--- src/rtl/uart_alu_sequencer.sv ---
// -----------------------------------------------------------------------------
// uart_alu_sequencer
//
// Purpose:
//   Collects a three-byte command frame from a UART receiver (operand A,
//   operand B, opcode), presents it to an external combinational ALU,
//   captures the ALU result and hands it to a UART transmitter. It then
//   waits for the transmitter to finish before accepting the next frame.
//   An inter-byte timeout aborts half-received frames. Bytes that arrive
//   while a result is being processed or sent are dropped and flagged.
//
// Parameters:
//   NB_DATA  byte / operand width
//   NB_OP    opcode width (taken from the low bits of the opcode byte)
//   TIMEOUT  inter-byte timeout in clock cycles (>= 2)
//
// Ports:
//   i_clk          single clock, all logic on its rising edge
//   i_rst          synchronous, active-high reset
//   i_rx_data      byte from the UART receiver
//   i_rx_done      receiver byte-valid (level or pulse; rising edge counts)
//   i_alu_result   combinational ALU result
//   o_alu_a        operand A to the ALU
//   o_alu_b        operand B to the ALU
//   o_alu_op       opcode to the ALU
//   o_tx_data      byte to the UART transmitter
//   o_tx_start     one-cycle transmit request
//   i_tx_done      transmitter finished pulse
//   o_busy         high whenever the sequencer is not idle
//   o_err_timeout  one-cycle pulse when a partial frame is aborted
//   o_overrun      one-cycle pulse when a received byte is dropped
// -----------------------------------------------------------------------------
module uart_alu_sequencer #(
  parameter int NB_DATA = 8,
  parameter int NB_OP   = 6,
  parameter int TIMEOUT = 1000
) (
  input  logic               i_clk,
  input  logic               i_rst,
  input  logic [NB_DATA-1:0] i_rx_data,
  input  logic               i_rx_done,
  input  logic [NB_DATA-1:0] i_alu_result,
  output logic [NB_DATA-1:0] o_alu_a,
  output logic [NB_DATA-1:0] o_alu_b,
  output logic [NB_OP-1:0]   o_alu_op,
  output logic [NB_DATA-1:0] o_tx_data,
  output logic               o_tx_start,
  input  logic               i_tx_done,
  output logic               o_busy,
  output logic               o_err_timeout,
  output logic               o_overrun
);

  // Counter only ever needs to hold 0 .. TIMEOUT-1.
  localparam int NB_CNT = (TIMEOUT > 2) ? $clog2(TIMEOUT) : 1;
  localparam logic [NB_CNT-1:0] CNT_LAST = NB_CNT'(TIMEOUT - 1);

  typedef enum logic [2:0] {
    ST_IDLE    = 3'd0,
    ST_WAIT_B  = 3'd1,
    ST_WAIT_OP = 3'd2,
    ST_EXEC    = 3'd3,
    ST_SEND    = 3'd4,
    ST_WAIT_TX = 3'd5
  } state_t;

  state_t              state_reg;
  state_t              state_next;

  logic                rx_prev_reg;
  logic                byte_event;

  logic [NB_CNT-1:0]   cnt_reg;
  logic [NB_CNT-1:0]   cnt_next;

  logic [NB_DATA-1:0]  alu_a_reg;
  logic [NB_DATA-1:0]  alu_b_reg;
  logic [NB_OP-1:0]    alu_op_reg;
  logic [NB_DATA-1:0]  tx_data_reg;
  logic                err_timeout_reg;
  logic                overrun_reg;

  // Load enables / pulse requests produced by the next-state logic.
  logic                load_a;
  logic                load_b;
  logic                load_op;
  logic                load_tx;
  logic                timeout_fire;
  logic                overrun_next;

  // A byte is only recognised on a 0->1 transition of i_rx_done, so a
  // receiver that holds its valid flag high yields exactly one byte.
  assign byte_event = i_rx_done & ~rx_prev_reg;

  // ---------------------------------------------------------------------------
  // State register
  // ---------------------------------------------------------------------------
  always_ff @(posedge i_clk) begin
    if (i_rst) begin
      state_reg <= ST_IDLE;
    end else begin
      state_reg <= state_next;
    end
  end

  // ---------------------------------------------------------------------------
  // Next-state and control decode
  // ---------------------------------------------------------------------------
  always_comb begin
    state_next   = state_reg;
    cnt_next     = '0;
    load_a       = 1'b0;
    load_b       = 1'b0;
    load_op      = 1'b0;
    load_tx      = 1'b0;
    timeout_fire = 1'b0;
    overrun_next = 1'b0;

    case (state_reg)
      ST_IDLE: begin
        if (byte_event) begin
          load_a     = 1'b1;
          state_next = ST_WAIT_B;
        end
      end

      ST_WAIT_B: begin
        // A byte arriving on the threshold cycle takes priority over
        // the timeout.
        if (byte_event) begin
          load_b     = 1'b1;
          state_next = ST_WAIT_OP;
        end else if (cnt_reg == CNT_LAST) begin
          timeout_fire = 1'b1;
          state_next   = ST_IDLE;
        end else begin
          cnt_next = cnt_reg + NB_CNT'(1);
        end
      end

      ST_WAIT_OP: begin
        if (byte_event) begin
          load_op    = 1'b1;
          state_next = ST_EXEC;
        end else if (cnt_reg == CNT_LAST) begin
          timeout_fire = 1'b1;
          state_next   = ST_IDLE;
        end else begin
          cnt_next = cnt_reg + NB_CNT'(1);
        end
      end

      ST_EXEC: begin
        // Operands became valid at the end of the opcode cycle, so the
        // ALU result is settled here.
        load_tx      = 1'b1;
        overrun_next = byte_event;
        state_next   = ST_SEND;
      end

      ST_SEND: begin
        // i_tx_done is deliberately not looked at here: a done pulse
        // from a previous transfer must not complete this one.
        overrun_next = byte_event;
        state_next   = ST_WAIT_TX;
      end

      ST_WAIT_TX: begin
        overrun_next = byte_event;
        if (i_tx_done) begin
          state_next = ST_IDLE;
        end
      end

      default: begin
        state_next = ST_IDLE;
      end
    endcase
  end

  // ---------------------------------------------------------------------------
  // Edge detector, timeout counter, datapath and status pulses
  // ---------------------------------------------------------------------------
  always_ff @(posedge i_clk) begin
    if (i_rst) begin
      rx_prev_reg     <= 1'b0;
      cnt_reg         <= '0;
      alu_a_reg       <= '0;
      alu_b_reg       <= '0;
      alu_op_reg      <= '0;
      tx_data_reg     <= '0;
      err_timeout_reg <= 1'b0;
      overrun_reg     <= 1'b0;
    end else begin
      rx_prev_reg     <= i_rx_done;
      cnt_reg         <= cnt_next;
      err_timeout_reg <= timeout_fire;
      overrun_reg     <= overrun_next;
      if (load_a) begin
        alu_a_reg <= i_rx_data;
      end
      if (load_b) begin
        alu_b_reg <= i_rx_data;
      end
      if (load_op) begin
        alu_op_reg <= i_rx_data[NB_OP-1:0];
      end
      if (load_tx) begin
        tx_data_reg <= i_alu_result;
      end
    end
  end

  // ---------------------------------------------------------------------------
  // Outputs
  // ---------------------------------------------------------------------------
  assign o_alu_a       = alu_a_reg;
  assign o_alu_b       = alu_b_reg;
  assign o_alu_op      = alu_op_reg;
  assign o_tx_data     = tx_data_reg;
  assign o_tx_start    = (state_reg == ST_SEND);
  assign o_busy        = (state_reg != ST_IDLE);
  assign o_err_timeout = err_timeout_reg;
  assign o_overrun     = overrun_reg;

endmodule

--- config.mk ---
export PLATFORM = sky130hd
export DESIGN_NAME = uart_alu_sequencer
export DESIGN_NICKNAME = d
export VERILOG_FILES = /design/src/rtl/uart_alu_sequencer.sv
export SDC_FILE = /design/constraint.sdc
export NUM_CORES = 1
export LEC_CHECK = 0
export ABC_AREA = 1
export BUFFER_PORTS_ARGS = -buffer_cell sky130_fd_sc_hd__buf_2
export CORE_MARGIN = 8
export CORE_UTILIZATION = 40
export CTS_CLUSTER_SIZE = 24
export DETAILED_ROUTE_END_ITERATION = 12
export MAX_ROUTING_LAYER = met4
export REMOVE_ABC_BUFFERS = 1
export SLEW_MARGIN = 10
export SYNTH_ARGS = -nofsm -noshare
export SYNTH_HDL_FRONTEND = slang
export SYNTH_SLANG_ARGS = --single-unit
--- constraint.sdc ---
create_clock -name i_clk -period 1.4 [get_ports i_clk]
set_input_delay 0.28 -clock i_clk [delete_from_list [all_inputs] [get_ports i_clk]]
set_output_delay 0.28 -clock i_clk [all_outputs]
set_load 0.1 [all_outputs]
[After elaboration in Yosys (flattened, before gate mapping)]
Cells that the tools add are included.
Cells by class
  $add $sub $neg: 1
  multiply operators: 0
  div/mod/pow operators: 0
  order comparisons: 0
  equal/unequal tests: 8
  shifts and indexed selects: 0
  multiplexer cells: 12
  bitwise operators: 4
  reductions and logical operators: 8
Operators with widths (count)
  $pmux W3 S6: 1
  $mux W3: 5
  $add A10 B1 Y10 const B: 1
  $eq A10 B10 Y1 const B: 1
  $eq A3 B2 Y1 const B: 2
  $eq A3 B3 Y1 const B: 2
  $mux W1: 6
  $reduce_or A3 Y1: 2
  $ne A2 B2 Y1 const B: 2
  $reduce_or A2 Y1: 2
  $reduce_or A4 Y1: 1
  $eq A3 B1 Y1 const B: 1
  $logic_not A3 Y1: 1
  $not A1 Y1: 3
  $reduce_bool A3 Y1: 1
  $reduce_and A2 Y1: 1
  $and A1 B1 Y1: 1
Word-level totals
  register bits after elaboration: 46
  bits in latches: 0
  memory bits (writable): 0
  memory bits (read-only): 0
  bits of input ports: 20
  output and inout bits: 34
  word-level logic and storage cells: 42
  memories kept: 0

[Depth between registers and ports, before layout]
  depth in word-level cells: 4
  mapped depth: 8
  gate-level depth less buffers: 8

[Worst setup path before layout]
No wires, ideal clock.
  kind: register -> register
  start: register state_reg[0]
  end: register alu_a_reg[0], in the netlist o_alu_a[0]
  setup time: 0.118 ns
  data arrival time: 1.730 ns
  required time: 1.282 ns
  slack: -0.448 ns
  stages on the path, launching flop included: 7
  path buffers: 0
  period minus slack after synthesis: 1.848 ns
  cells stage by stage: dfxtp_1 -> nor2_2 -> nand2_1 -> nor2_4 -> inv_1 -> nor2_1 -> nor2_1
Between the ends
  word-level cells in the longest chain between the ends: 2
Ends and longest elaborated chain
  from (decl): RTL line 67  | state_t state_reg;
  from (signal assigned): RTL line 102  | state_reg <= state_next;
  $logic_not A3 Y1: RTL line 119  | case (state_reg)
  $mux W1: RTL line 119
  to (signal assigned): RTL line 200  | alu_a_reg <= i_rx_data;
  to (decl): RTL line 76  | logic [NB_DATA-1:0] alu_a_reg;
No other way between the ends.
A chain may end at the register's enable or synchronous reset.

[Worst setup path in the final report]
  start: register state_reg[1]
  end: output o_tx_start
Between the ends
  word-level cells in the longest chain between the ends: 1
Ends and longest elaborated chain
  $eq A3 B3 Y1: RTL line 221  | assign o_tx_start = (state_reg == ST_SEND);
  to (decl): RTL line 47  | output logic o_tx_start,
No other way between the ends.

==> flow_metrics.env <==
export IMPL_outcome="finished, final reports clean"
export IMPL_io_buffers=53
export IMPL_first_pass_iters=4
export IMPL_track_usage=0.147
export IMPL_via_per_inst=4.73
export IMPL_drive_gt1_frac=0.320
export IMPL_critPathMaxStageDelay_ns=0.36
export IMPL_critical_path_buf_inv_count=2
export IMPL_clock_fmax_mhz=726
export IMPL_wl_per_cell_um=12.8
export IMPL_synthFlopType="dfxtp_1"
export IMPL_fp_dieH_um=82.5
export IMPL_seqCellArea_um2=932
export IMPL_timing_final_crit_share=0.984
export IMPL_initial_core_util=0.412
export IMPL_largest_reg_flops=10
export IMPL_postLayoutCellArea_um2=2380
export IMPL_synth_area_top_cells="dfxtp_1 52%, nor2_1 16%, o21ai_0 8.8%"
export IMPL_synth_most_common_cell="nor2_1"
export IMPL_required_ns=1.12
export IMPL_power_leakage_nw=1.12
export IMPL_die_x_um=82.5
export IMPL_coreArea_um2=4290
export IMPL_io_pins=54
export IMPL_multi_input_area_um2=786
export IMPL_diodes=0
export IMPL_final_nets=317
export IMPL_gr_total_overflow=0
export IMPL_slew_headroom=0.673
export IMPL_grt_first_pass_wirelength_um=7470
export IMPL_worstPathMaxFanout=3
export IMPL_hp_class="in -> reg"
export IMPL_synth_common_cells="77 x nor2_1, 46 x dfxtp_1, 31 x o21ai_0, 20 x nand2_1, 19 x inv_1"
export IMPL_clock_sinks=46
export IMPL_grt_pass1_vias=1632
export IMPL_path_cells="nor2_4 > nand2_2 > inv_2 > buf_12"
export IMPL_ys_seq_elements=46
export IMPL_cp_arrival_ns=1.10
export IMPL_whs_ns=0.173
export IMPL_grt_max_degree=23
export IMPL_yosysWarnings=0
export IMPL_synth_edf_count=0
export IMPL_fillers=429
export IMPL_globalplace_congestion=0.759
export IMPL_synth_top_area_cell="dfxtp_1"
export IMPL_swShare=0.315
export IMPL_htree_levels=2
export IMPL_antenna_found_initial=0
export IMPL_hold_viol=0
export IMPL_finalSetupTns_ns=0
export IMPL_clk_pin_slew_ns=0.08
export IMPL_ctsHoldBuffers=0
export IMPL_dp_hpwl_um=3110
export IMPL_setup_worst_path_end_class="primary output"
export IMPL_clock_path_buffers=2
export IMPL_syn_avg_cell_area_um2=7.66
export IMPL_crit_slowest_cell="dfxtp_4"
export IMPL_power_internal_mw=2.28
export IMPL_finalPower_mw=3.33
export IMPL_syn_to_final_growth_pct=34.8
export IMPL_clkLatencyLatePin_ns=0.30
export IMPL_placed_area_um2=2160
export IMPL_drt_iter0_drc=127
export IMPL_cts_made_buffers=5
export IMPL_die_area_um2=6810
export IMPL_postSynthCellCount=231
export IMPL_finalSetupViolations=0
export IMPL_p_sw_mw=1.05
export IMPL_worst_pin_slew_ns=0.494
export IMPL_power_per_cell_area_nw_per_um2=1390
export IMPL_ant_nets=0
export IMPL_yosysTopAreaCellShare=0.521
export IMPL_routed_wl_um=4480
export IMPL_crit_family="flip-flops"
export IMPL_rsz0062_at_grt="yes"
export IMPL_slew_viol_final=0
export IMPL_skew_ns=0.00456
export IMPL_start_kind="flop"
export IMPL_seqPwrFrac=0.420
export IMPL_synth_distinct_cells=20
export IMPL_vias=1650
export IMPL_ir_drop_v=0.000691
export IMPL_cap_violations=0
export IMPL_placementRows=24
export IMPL_drc=0
export IMPL_async_flop_share=0
export IMPL_min_period_ns=1.38
export IMPL_critPathKind="reg -> out"
export IMPL_syn_area_um2=1770
export IMPL_seq_area_frac_synth=0.521
export IMPL_clock_root_buffer="clkbuf_8"
export IMPL_combPwrFrac=0.216
export IMPL_cts_tree="built"
export IMPL_p_clk_frac=0.364
final timing paths:
kind / from / endpoint / slack, ns / depth (start not counted)
max: state_reg[1] / o_tx_start / 0.02 / 4
min: i_rst / state_reg[2] / 0.17 / 2
min reg2reg: cnt_reg[0] / cnt_reg[0] / 0.44 / 1
max reg2reg: cnt_reg[0] / cnt_reg[6] / 0.06 / 7
power by group through the flow:
stage / clock network (mW) / registers, mW / logic [mW]
finish: 1.21 / 1.40 / 0.719
global placement: 0 / 1.43 / 0.696
global route: 1.31 / 1.41 / 0.760
detailed placement: 0 / 1.43 / 0.698
CTS: 1.23 / 1.40 / 0.713
floorplan: 0 / 1.77 / 0.190
cell type report:
| class | instances | area share |
|---|---|---|
| Inverter | 21 | 0.0331 |
| Tap cell | 52 | 0.0273 |
| Multi-Input combinational cell | 161 | 0.329 |
| Timing Repair Buffer | 61 | 0.159 |
| Clock buffer | 6 | 0.0346 |
| Sequential cell | 46 | 0.391 |
| Clock inverter | 2 | 0.0252 |
through the flow:
stage | instances | setup WS [ns] | utilization
after floorplan | 228 | -0.448 | -
after global placement | 338 | 0.0986 | 0.502
after detailed placement | 338 | 0.0333 | 0.502
after CTS | 348 | 0.00424 | 0.542
after global routing | 349 | -0.0319 | 0.555
final | 349 | 0.0228 | 0.555
cells in the final DEF (no fill, tap or decap), drive strengths merged:
cell type and instances:
nor2 82, buf 51, dfxtp 46, o21ai 31, nand2 23, inv 21, clkbuf 16, nand3 9
a21oi 5, xor2 2, xnor2 2, bufinv 2, nand4 2, nor3 2, nor3b 1, a31oi 1
ha 1
per-layer routing:
metal / track usage / up-vias / wire length, µm
met1: 0.172 / 741 / 2050
met3: 0.0498 / 7 / 281
met4: 0.0603 / 0 / 66
li1: - / 856 / -
met5: - / - / 0
met2: 0.226 / 46 / 2080
cell families after synthesis:
| family | after synthesis | share of synthesized area |
|---|---|---|
| simple gates | 119 | 0.296 |
| flops | 46 | 0.521 |
| xor+xnor | 4 | 0.0198 |
| buf+inv | 24 | 0.0509 |
| fa+ha+maj | 1 | 0.00707 |
| compound gates | 37 | 0.105 |
timing repair:
action	CTS	global route
resized for setup	7	20
buffers inserted	2	1
pin swaps	1	2
endpoints found under the setup margin	2	23
No activity file was read; power rests on OpenSTA's default activity.
